## src/rtl/cla_multiword_adder_seq_if.sv

```systemverilog
// Bus between a requester and the multi-word sequential CLA adder.
// start_in is a request sampled only while the adder is idle; done_out is a one-cycle result strobe.
interface cla_multiword_adder_seq_if #(
    parameter int NUMBITS  = 4,
    parameter int NUMWORDS = 4
);
    localparam int WIDTH = NUMBITS * NUMWORDS;

    logic             start_in;
    logic [WIDTH-1:0] a_in;
    logic [WIDTH-1:0] b_in;
    logic             c_in;
    logic             busy_out;
    logic             done_out;
    logic [WIDTH-1:0] s_out;
    logic             c_out;
    logic [1:0]       dbg_state;

    modport master (
        output start_in, a_in, b_in, c_in,
        input  busy_out, done_out, s_out, c_out, dbg_state
    );

    modport slave (
        input  start_in, a_in, b_in, c_in,
        output busy_out, done_out, s_out, c_out, dbg_state
    );
endinterface

```

## src/rtl/cla_multiword_adder_seq.sv

```systemverilog
// Wide adder that streams NUMWORDS slices of NUMBITS bits through a single
// carry-lookahead slice, LS slice first, with a registered inter-slice carry.
module cla_multiword_adder_seq #(
    parameter int NUMBITS  = 4,
    parameter int NUMWORDS = 4
) (
    input  logic clk,
    input  logic rst_n,
    cla_multiword_adder_seq_if.slave io_bus
);
    localparam int              WIDTH    = NUMBITS * NUMWORDS;
    localparam int              IDXW     = (NUMWORDS > 1) ? $clog2(NUMWORDS) : 1;
    localparam logic [IDXW-1:0] LAST_IDX = IDXW'(NUMWORDS - 1);

    typedef enum logic [1:0] {
        ST_IDLE = 2'd0,
        ST_RUN  = 2'd1,
        ST_DONE = 2'd2
    } state_t;

    // One NUMBITS-wide lookahead slice: every carry is a flat sum of
    // generate terms gated by propagate runs, returned as {carry, sum}.
    function automatic logic [NUMBITS:0] cla_slice(
        input logic [NUMBITS-1:0] a,
        input logic [NUMBITS-1:0] b,
        input logic               ci
    );
        logic [NUMBITS-1:0] p;
        logic [NUMBITS-1:0] g;
        logic [NUMBITS:0]   c;
        logic               acc;
        logic               run;
        p    = a ^ b;
        g    = a & b;
        c    = '0;
        c[0] = ci;
        for (int k = 0; k < NUMBITS; k++) begin
            acc = 1'b0;
            run = 1'b1;
            for (int j = k; j >= 0; j--) begin
                acc = acc | (run & g[j]);
                run = run & p[j];
            end
            c[k+1] = acc | (run & ci);
        end
        return {c[NUMBITS], p ^ c[NUMBITS-1:0]};
    endfunction

    state_t                           r_state;
    state_t                           w_next;
    logic [NUMWORDS-1:0][NUMBITS-1:0] r_a;
    logic [NUMWORDS-1:0][NUMBITS-1:0] r_b;
    logic [NUMWORDS-1:0][NUMBITS-1:0] r_part;
    logic [NUMWORDS-1:0][NUMBITS-1:0] w_full;
    logic                             r_carry;
    logic [IDXW-1:0]                  r_idx;
    logic [WIDTH-1:0]                 r_s;
    logic                             r_c;
    logic [NUMBITS:0]                 w_slice;
    logic                             w_last;

    assign w_slice = cla_slice(r_a[r_idx], r_b[r_idx], r_carry);
    assign w_last  = (r_idx == LAST_IDX);

    // Completed sum: stored lower slices plus the slice being added this cycle.
    always_comb begin
        w_full        = r_part;
        w_full[r_idx] = w_slice[NUMBITS-1:0];
    end

    always_comb begin
        w_next = r_state;
        case (r_state)
            ST_IDLE: if (io_bus.start_in) w_next = ST_RUN;
            ST_RUN:  if (w_last) w_next = ST_DONE;
            ST_DONE: w_next = ST_IDLE;
            default: w_next = ST_IDLE;
        endcase
    end

    always_ff @(posedge clk or negedge rst_n) begin
        if (!rst_n) begin
            r_state <= ST_IDLE;
            r_a     <= '0;
            r_b     <= '0;
            r_part  <= '0;
            r_carry <= 1'b0;
            r_idx   <= '0;
            r_s     <= '0;
            r_c     <= 1'b0;
        end else begin
            r_state <= w_next;
            case (r_state)
                ST_IDLE: begin
                    if (io_bus.start_in) begin
                        r_a     <= io_bus.a_in;
                        r_b     <= io_bus.b_in;
                        r_carry <= io_bus.c_in;
                        r_idx   <= '0;
                    end
                end
                ST_RUN: begin
                    r_part[r_idx] <= w_slice[NUMBITS-1:0];
                    r_carry       <= w_slice[NUMBITS];
                    if (w_last) begin
                        r_idx <= '0;
                        r_s   <= w_full;
                        r_c   <= w_slice[NUMBITS];
                    end else begin
                        r_idx <= r_idx + 1'b1;
                    end
                end
                default: ;
            endcase
        end
    end

    assign io_bus.busy_out  = (r_state == ST_RUN);
    assign io_bus.done_out  = (r_state == ST_DONE);
    assign io_bus.s_out     = r_s;
    assign io_bus.c_out     = r_c;
    assign io_bus.dbg_state = r_state;
endmodule
```

## src/flat_wrapper.sv

```systemverilog
// flat-port wrapper written by rule: the top's interface ports become plain ports
module cla_multiword_adder_seq_flat 
#(
    parameter int NUMBITS  = 4,
    parameter int NUMWORDS = 4
)
  (clk, rst_n, io_bus_start_in, io_bus_a_in, io_bus_b_in, io_bus_c_in, io_bus_busy_out, io_bus_done_out, io_bus_s_out, io_bus_c_out, io_bus_dbg_state);
  cla_multiword_adder_seq_if #(.NUMBITS(NUMBITS), .NUMWORDS(NUMWORDS)) io_bus_i ();
  input  logic clk;
  input  logic rst_n;
  input wire logic [$bits(io_bus_i.start_in)-1:0] io_bus_start_in;
  input wire logic [$bits(io_bus_i.a_in)-1:0] io_bus_a_in;
  input wire logic [$bits(io_bus_i.b_in)-1:0] io_bus_b_in;
  input wire logic [$bits(io_bus_i.c_in)-1:0] io_bus_c_in;
  output wire logic [$bits(io_bus_i.busy_out)-1:0] io_bus_busy_out;
  output wire logic [$bits(io_bus_i.done_out)-1:0] io_bus_done_out;
  output wire logic [$bits(io_bus_i.s_out)-1:0] io_bus_s_out;
  output wire logic [$bits(io_bus_i.c_out)-1:0] io_bus_c_out;
  output wire logic [$bits(io_bus_i.dbg_state)-1:0] io_bus_dbg_state;
  assign io_bus_i.start_in = io_bus_start_in;
  assign io_bus_i.a_in = io_bus_a_in;
  assign io_bus_i.b_in = io_bus_b_in;
  assign io_bus_i.c_in = io_bus_c_in;
  assign io_bus_busy_out = io_bus_i.busy_out;
  assign io_bus_done_out = io_bus_i.done_out;
  assign io_bus_s_out = io_bus_i.s_out;
  assign io_bus_c_out = io_bus_i.c_out;
  assign io_bus_dbg_state = io_bus_i.dbg_state;
  cla_multiword_adder_seq #(.NUMBITS(NUMBITS), .NUMWORDS(NUMWORDS)) u_core (.clk(clk), .rst_n(rst_n), .io_bus(io_bus_i));
endmodule
```

## config.mk

```make
export PLATFORM = sky130hd
export DESIGN_NAME = cla_multiword_adder_seq_flat
export DESIGN_NICKNAME = d
export VERILOG_FILES = /design/src/rtl/cla_multiword_adder_seq_if.sv /design/src/rtl/cla_multiword_adder_seq.sv /design/src/flat_wrapper.sv
export SDC_FILE = /design/constraint.sdc
export NUM_CORES = 1
export LEC_CHECK = 0
export ABC_AREA = 1
export CORE_MARGIN = 1.5
export CORE_UTILIZATION = 52
export DETAILED_ROUTE_END_ITERATION = 12
export PLACE_DENSITY = 0.79
export SYNTH_ARGS = -nofsm -noshare
export SYNTH_HDL_FRONTEND = slang
export SYNTH_SLANG_ARGS = --single-unit
```

## constraint.sdc

```tcl
create_clock -name clk -period 3 [get_ports clk]
set_input_delay 0.6 -clock clk [delete_from_list [all_inputs] [get_ports clk]]
set_output_delay 0.6 -clock clk [all_outputs]
set_load 0.02 [all_outputs]
```

==> results.md <==
- Status: finished, final reports clean
- Routed via count: 2395
- Num ports: 57
- Design Area, Final: approximately 0.0040 sq mm
- Routed vias/inst: about 5.3
- Clock Sinks: between 60 and 70
- Crit path max fanout: 17
- Flops & latches, synth: 66
- Warnings, synthesis: 0
- Synth Cell Area: 0.003183 sq mm
- Postcts setup bufs: 0
- CTS Hold Bufs: 0
- Async S/R FF share, synth: 1.000
- Post-synth net total: between 300 and 400
- DRT iter0 DRCs: roughly 170
- Final GP Congestion: between 0.8 and 0.9
- Total global-route track usage: 0.2182
- Crit path DAT: between 2000 and 2500 ps
- Crit path to: io_bus_busy_out
- PostCTS Resize Cnt: 0
- Number of global-route vias before repair: ~2300
- Syn_area_per_cell: between 10 and 15 sq um
- Layout cells sized above 1: 0.1512
- Unrepaired setup endpoints after global routing: no
- CTS root buf: clkbuf_8
- Synth top area share: 0.5189
- Final Max Tran Viols: 0
- Maximum clock frequency: between 300 and 400 MHz
- Endpoints failing hold: 0
- Placed Area: around 0.0038 sq mm
- Synth unique cells: 24
- Critical Path Start Type: register
- Final Cycle Share: 0.8782
- I/O Buffers: 56
- CTS clock-pin slew for the worst setup and hold paths: 70 ps
- Detailed Place HPWL: 4414 um
- Longest Clk Path Bufs: 2
- Worst-Margin Slew: around 830 ps
- Post-Synthesis Cells: roughly 310
- Synth top area cells: dfrtp_1 (52%), mux2_4 (13%), nand2_1 (9.1%)
- Final clock skew: approximately 8 ps
- Sequential cell area fraction in the yosys report: 0.5189
- Most area-hungry cell type in the Yosys netlist: dfrtp_1
- Initial Util: 0.5376
- Core region area: 0.005921 sq mm
- Sw power: approximately 2.1 mW
- Internal: ~2.9 mW
- Clk pwr share: 0.139
- Ys flop type: dfrtp_1
- FF-to-FF path depth: 11
- HP Class: in2async
- Max transition margin: 0.4442
- Worst setup EP type: output port
- Peak VDD IR: 0.6516 mV
- Routed WL per cell: about 14 um
- Reg2Reg Setup Slack: 510 ps
- Final setup viols: 0
- First-pass GRT wire length: ~11000 um
- Die span in y: 81.24 um
- GRT overflow: 0
- FF-to-FF Start: u_core.r_idx[1]
- DRC viols: 0
- Post-DRT Antenna Nets: 0
- Max-capacitance violation count: 0
- Crit Reg-Reg Endpoint: u_core.io_bus.s_out[11]
- Antenna diodes: 0
- Seq pwr share: 0.318
- Worst path required time: ~2400 ps
- Initial antenna violation count: 0
- Clk_lat worst skew: ~340 ps
- Post-layout minimum cycle time: roughly 2600 ps
- Std cell rows: 28
- CTS tree: yes
- P&R area growth vs syn: 24.76%
- TritonRoute pass-1 iters: 4
- WL final: approximately 6300 um
- Setup TNS Final: 0 ps
- CP Class: reg2out
- H-tree depth: 3
- Largest net degree at the start of global routing: between 60 and 70
- Pleak: roughly 1.9 nW
- PwrDens: 1268 mW/mm^2
- Number of synthesized flops with an enable pin: 0
- Die area: about 0.0066 sq mm
- Combinational Power Share: 0.543
- Switching Share: 0.4164
- Setup crit start: u_core.io_bus.dbg_state[1]
- Num CTS Buffers: 9
- Final Net Count: 417
- Die Width: between 80 and 90 um
[through the flow]
step | power, mW | utilization | hold WS [ps] | cells | setup WS [ps]
6_report | 5.037 | 0.6708 | 434.0 | 452 | 365.4
5_1_grt | 5.508 | 0.6708 | 500.4 | 452 | 266.3
4_1_cts | 5.054 | 0.6708 | 466.0 | 452 | 365.2
3_5_place_dp | 4.329 | 0.6405 | 460.2 | 436 | 604.1
3_3_place_gp | 4.236 | 0.6405 | 453.8 | 436 | 683.3
2_1_floorplan | 3.572 | - | 304.4 | 314 | 827.2
[how the worst min path moves through the flow]
| stage | endpoint | slack (ps) | start |
|---|---|---|---|
| 6_report | u_core.io_bus.s_out[2] | 430 | rst_n |
| 5_1_grt | u_core.r_a[10] | 500 | rst_n |
| 4_1_cts | u_core.io_bus.s_out[2] | 470 | rst_n |
| 3_5_place_dp | u_core.r_part[11] | 460 | u_core.r_part[11] |
| 3_3_place_gp | u_core.io_bus.s_out[0] | 450 | u_core.io_bus.s_out[0] |
| 2_1_floorplan | u_core.io_bus.c_out | 300 | rst_n |
[power by group through the flow]
| stage | combinational (mW) | sequential, mW | clock (mW) |
|---|---|---|---|
| 3_5_place_dp | 2.72 | 1.61 | 0 |
| 4_1_cts | 2.74 | 1.60 | 0.716 |
| 2_1_floorplan | 1.91 | 1.66 | 0 |
| 5_1_grt | 3.10 | 1.64 | 0.762 |
| 6_report | 2.74 | 1.60 | 0.699 |
| 3_3_place_gp | 2.65 | 1.59 | 0 |
[final cells by class]
class | instances | area [sq um]
fillers | 448 | 1949
flip-flops and latches | 66 | 1652
multi-input cells | 214 | 1374
repair buffers | 59 | 590.6
clock buffers | 13 | 138.9
well taps | 75 | 93.84
inverters | 22 | 82.58
clock inverters | 3 | 40.04
[per-layer routing]
layer | up-vias | wire [um] | track usage
met5 | - | 0 | 0
met4 | 0 | 121 | 0.08103
met3 | 13 | 296 | 0.05393
met2 | 74 | 2966 | 0.3517
met1 | 1148 | 2918 | 0.2849
li1 | 1160 | - | -
[registers in the layout, indices dropped and copies added (netlist names)]
signal / flops
u_core.io_bus.dbg_state: 2
u_core.r_a: 16
u_core.r_idx: 2
u_core.io_bus.c_out: 1
u_core.r_b: 16
u_core.io_bus.s_out: 16
u_core.r_part: 12
u_core.r_carry: 1
[cells in the mapped netlist, types with 3 or more instances]
library cell,count
o22ai_1,6
mux2_4,28
buf_6,3
o21ai_0,26
mux2_2,4
nand3_1,25
clkbuf_1,3
a21oi_1,3
or2_2,4
buf_2,6
nand2_1,77
nor2_1,16
inv_1,20
ha_1,8
dfrtp_1,66
o21ai_1,5
[worst max-delay path, stage by stage, from the launching register on]
cell	delay, ps
dfrtp_1	400
inv_1	100
nand2_2	220
inv_2	320
clkdlybuf4s50_1	660
[placed cells by master, fill, tap and decap left out]
master | Yosys | final
or2_1 | 2 | 2
dfrtp_1 | 66 | 66
nand2_2 | 2 | 2
fa_1 | 1 | 1
clkinv_2 | 0 | 2
clkbuf_1 | 3 | 4
buf_2 | 6 | 1
bufinv_16 | 0 | 1
nand4_1 | 2 | 2
clkdlybuf4s50_1 | 0 | 55
a21oi_1 | 3 | 3
a32oi_1 | 2 | 2
nand3_1 | 25 | 25
buf_4 | 0 | 2
buf_12 | 0 | 1
nor2_1 | 16 | 16
mux2_4 | 28 | 28
clkbuf_8 | 0 | 9
inv_2 | 2 | 2
o21ai_1 | 5 | 5
ha_1 | 8 | 8
inv_1 | 20 | 20
o22ai_1 | 6 | 6
mux2_2 | 4 | 4
o21a_1 | 2 | 2
nand2_1 | 77 | 77
nor2_4 | 1 | 1
o21ai_0 | 26 | 26
or2_2 | 4 | 4
[cells by family after synthesis]
family | Yosys count | share of synthesized area
compound gates | 44 | 0.07547
fa+ha+maj | 9 | 0.03774
buf+inv | 34 | 0.04953
flops | 66 | 0.5189
mux | 32 | 0.1462
simple gates | 129 | 0.1722
No activity file was read; power rests on OpenSTA's default activity.
==> RTL edit (same flow settings) <==
Reset style: synchronous (`rst_n`), changed in one clocked block.
--- a/src/rtl/cla_multiword_adder_seq.sv
+++ b/src/rtl/cla_multiword_adder_seq.sv
@@ -78,7 +78,7 @@
         endcase
     end
 
-    always_ff @(posedge clk or negedge rst_n) begin
+    always_ff @(posedge clk) begin
         if (!rst_n) begin
             r_state <= ST_IDLE;
             r_a     <= '0;
Function: differs if rst_n is asserted again (counterexample within 4 cycles, from zero or initial values and one cycle with rst_n low); with rst_n held inactive, the same outputs for 10 cycles.
==> RTL edit against the original RTL <==
Non-clock buffer count up 1; final area decreased by 5.9%; sequential cell count did not move; wire length is 0.71% lower; area after synthesis decreased by 7.8%; setup slack better by 220 ps; synthesized cell count rose by 27%; largest cell class is now multi-input gates.
Power is not compared: it rests on default switching activity, and its combinational part moved more than twofold at a synthesized area within 25%.
==> RTL edit: results (changes against the original RTL) <==
result of the run=completed; number of iterations in the first detailed-routing pass=4 (unchanged); clock root buffer=clkbuf_8; HPWL reported at the end of detailed placement=4298 um (-2.6%); Total Nets Final=497 (+19%); endpoint of the worst register-to-register path=u_core.r_part[5]; CTS-repair resized insts=0 (unchanged); wire length reported by the detailed router=6256 um (-0.71%); number of library cell types mapped by synthesis=28 (+17%); crit path max-delay cell type=fa_1; Net Count, Synth=445 (+24%); Worst-path clk slew=80 ps; H-tree levels=3 (unchanged); Critical R2R Launch=u_core.r_idx[1]; n_diodes=0 (unchanged); dominant register cell in the synthesized netlist=dfxtp_1; setup TNS=0 ps (unchanged); slew at the pin closest to its max-slew limit=546.0 ps (-287.8 ps); classification of the worst-slack hold path=flip-flop to flip-flop; number of setup buffers added after CTS=0 (unchanged); Post-synth ARST share=0% (-100 points); Yosys warning count=0 (unchanged); critical path peak fanout=12 (-5); GRT Total Usage=21.57% (-0.25 points); Worst-Skew Late Latency=350 ps; detailed-route via count=2,645 (+10%); synth cell count leaders=nor2_1 (79), nand2_1 (71), dfxtp_1 (66); leakage component of the power=1.632 nW; routability cong.=0.8411 (+3.6%); DRC viols=0 (unchanged); delay of the slowest cell on the worst path=410 ps (-250 ps); fraction of final layout cells sized beyond drive strength 1=5.908% (-9.2 points); cell types occupying the most area after synthesis=dfxtp_1 (45%), nor2_1 (10%), nand2_1 (9.1%); worst clock skew=8.282 ps (+0.2446 ps); worst hold path stage count=2; reg2reg path depth=11 (unchanged); largest delay contributor family on the critical path=buffers and inverters; maximum count of clock buffers along a single path=2 (unchanged); first-pass GRT wire length=10,390 um (-4.2%); launch point of the worst hold path=u_core.io_bus.s_out[13]; share of synthesized area occupied by flip-flops and latches=45.03% (-6.9 points); via count of the first global-routing pass=2,412 (+3.6%); port buffer count=56 (unchanged); maximum number of pins on one net before global-route repair=46 (-31%); number of buffers added by the clock tree synthesis step=9 (unchanged); reg2reg setup slack=580 ps (+70 ps); worst hold endpoint=u_core.io_bus.s_out[13]; count of routing violations after the opening detailed-route iteration=178 (+5.3%); number of antenna violations at the first check in global routing=0 (unchanged); number of filler cells placed in the layout=475 (+6.0%); VDD IR-drop max=0.3406 mV
==> RTL edit: changes by cell type after synthesis, moves of 5 or more <==
cell      change
o21ai_1       +7
nand2_1       -6
mux2_4       -28
nand3_1      -13
a21oi_1      +14
o211ai_1      +5
buf_4         +7
inv_1        +14
dfrtp_1      -66
o21ai_0      +26
dfxtp_1      +66
nor2_1       +63
==> RTL edit: worst min-delay path, cell delays in order, from the launching register on <==
cell and delay (ps):
dfxtp_1 320, inv_1 50, a21oi_1 50
==> RTL edit: cell type report <==
class	count	share of cell area [%]
multi-input cells	277	36.16
flip-flops and latches	66	35.35
repair buffers	60	15.80
inverters	38	3.817
clock buffers	9	3.314
clock inverters	7	3.147
well taps	72	2.410
==> RTL edit: how the worst max path moves through the flow <==
stage / depth (start not counted) / slack [ps] / to / from
4_1_cts: 11 / 590 / u_core.r_part[5] / u_core.r_idx[1]
3_5_place_dp: 11 / 650 / u_core.r_part[5] / u_core.r_idx[1]
2_1_floorplan: 13 / 860 / u_core.r_part[11] / u_core.r_idx[0]
3_3_place_gp: 11 / 700 / u_core.r_part[9] / u_core.r_idx[1]
5_1_grt: 12 / 340 / u_core.io_bus.s_out[3] / u_core.r_idx[0]
6_report: 11 / 580 / u_core.r_part[5] / u_core.r_idx[1]
==> RTL edit: cell families (layout without fill, tap and decap cells) <==
kind of cell	Yosys count	count (layout)	synth area share (%)
flip-flops	66	66	45.03
XOR/XNOR	1	1	0.2986
AND/OR/NAND/NOR	169	169	23.37
multiplexers	3	3	1.023
adder cells (fa/ha/maj)	9	9	4.094
buffers and inverters	57	114	8.912
AO/OA/AOI/OAI	95	95	17.27
==> RTL edit: layer usage <==
metal	GRT usage, %	up-vias	routed length [um]
li1	-	1398	-
met1	24.78	1167	2853
met2	38.70	70	2989
met3	3.837	10	322
met4	10.00	0	90
met5	0	-	0
==> RTL edit: per-stage QoR <==
stage | hold slack, ps | setup slack, ps | area, sq um | instances | utilization [%]
floorplan | 449.5 | 857.7 | 2934 | 400 | -
detailed placement | 439.2 | 646.1 | 3496 | 513 | 63.88
CTS | 453.0 | 591.4 | 3737 | 529 | 68.29
global placement | 438.4 | 702.6 | 3496 | 513 | 63.88
global route | 479.6 | 338.4 | 3737 | 529 | 68.29
finish | 452.8 | 581.0 | 3737 | 529 | 68.29
==> RTL edit: power breakdown <==
group	internal, mW	total [mW]	switching (mW)
sequential	0.934	0.965	0.0312
combinational	0.167	0.413	0.246
clock	0.550	0.901	0.351
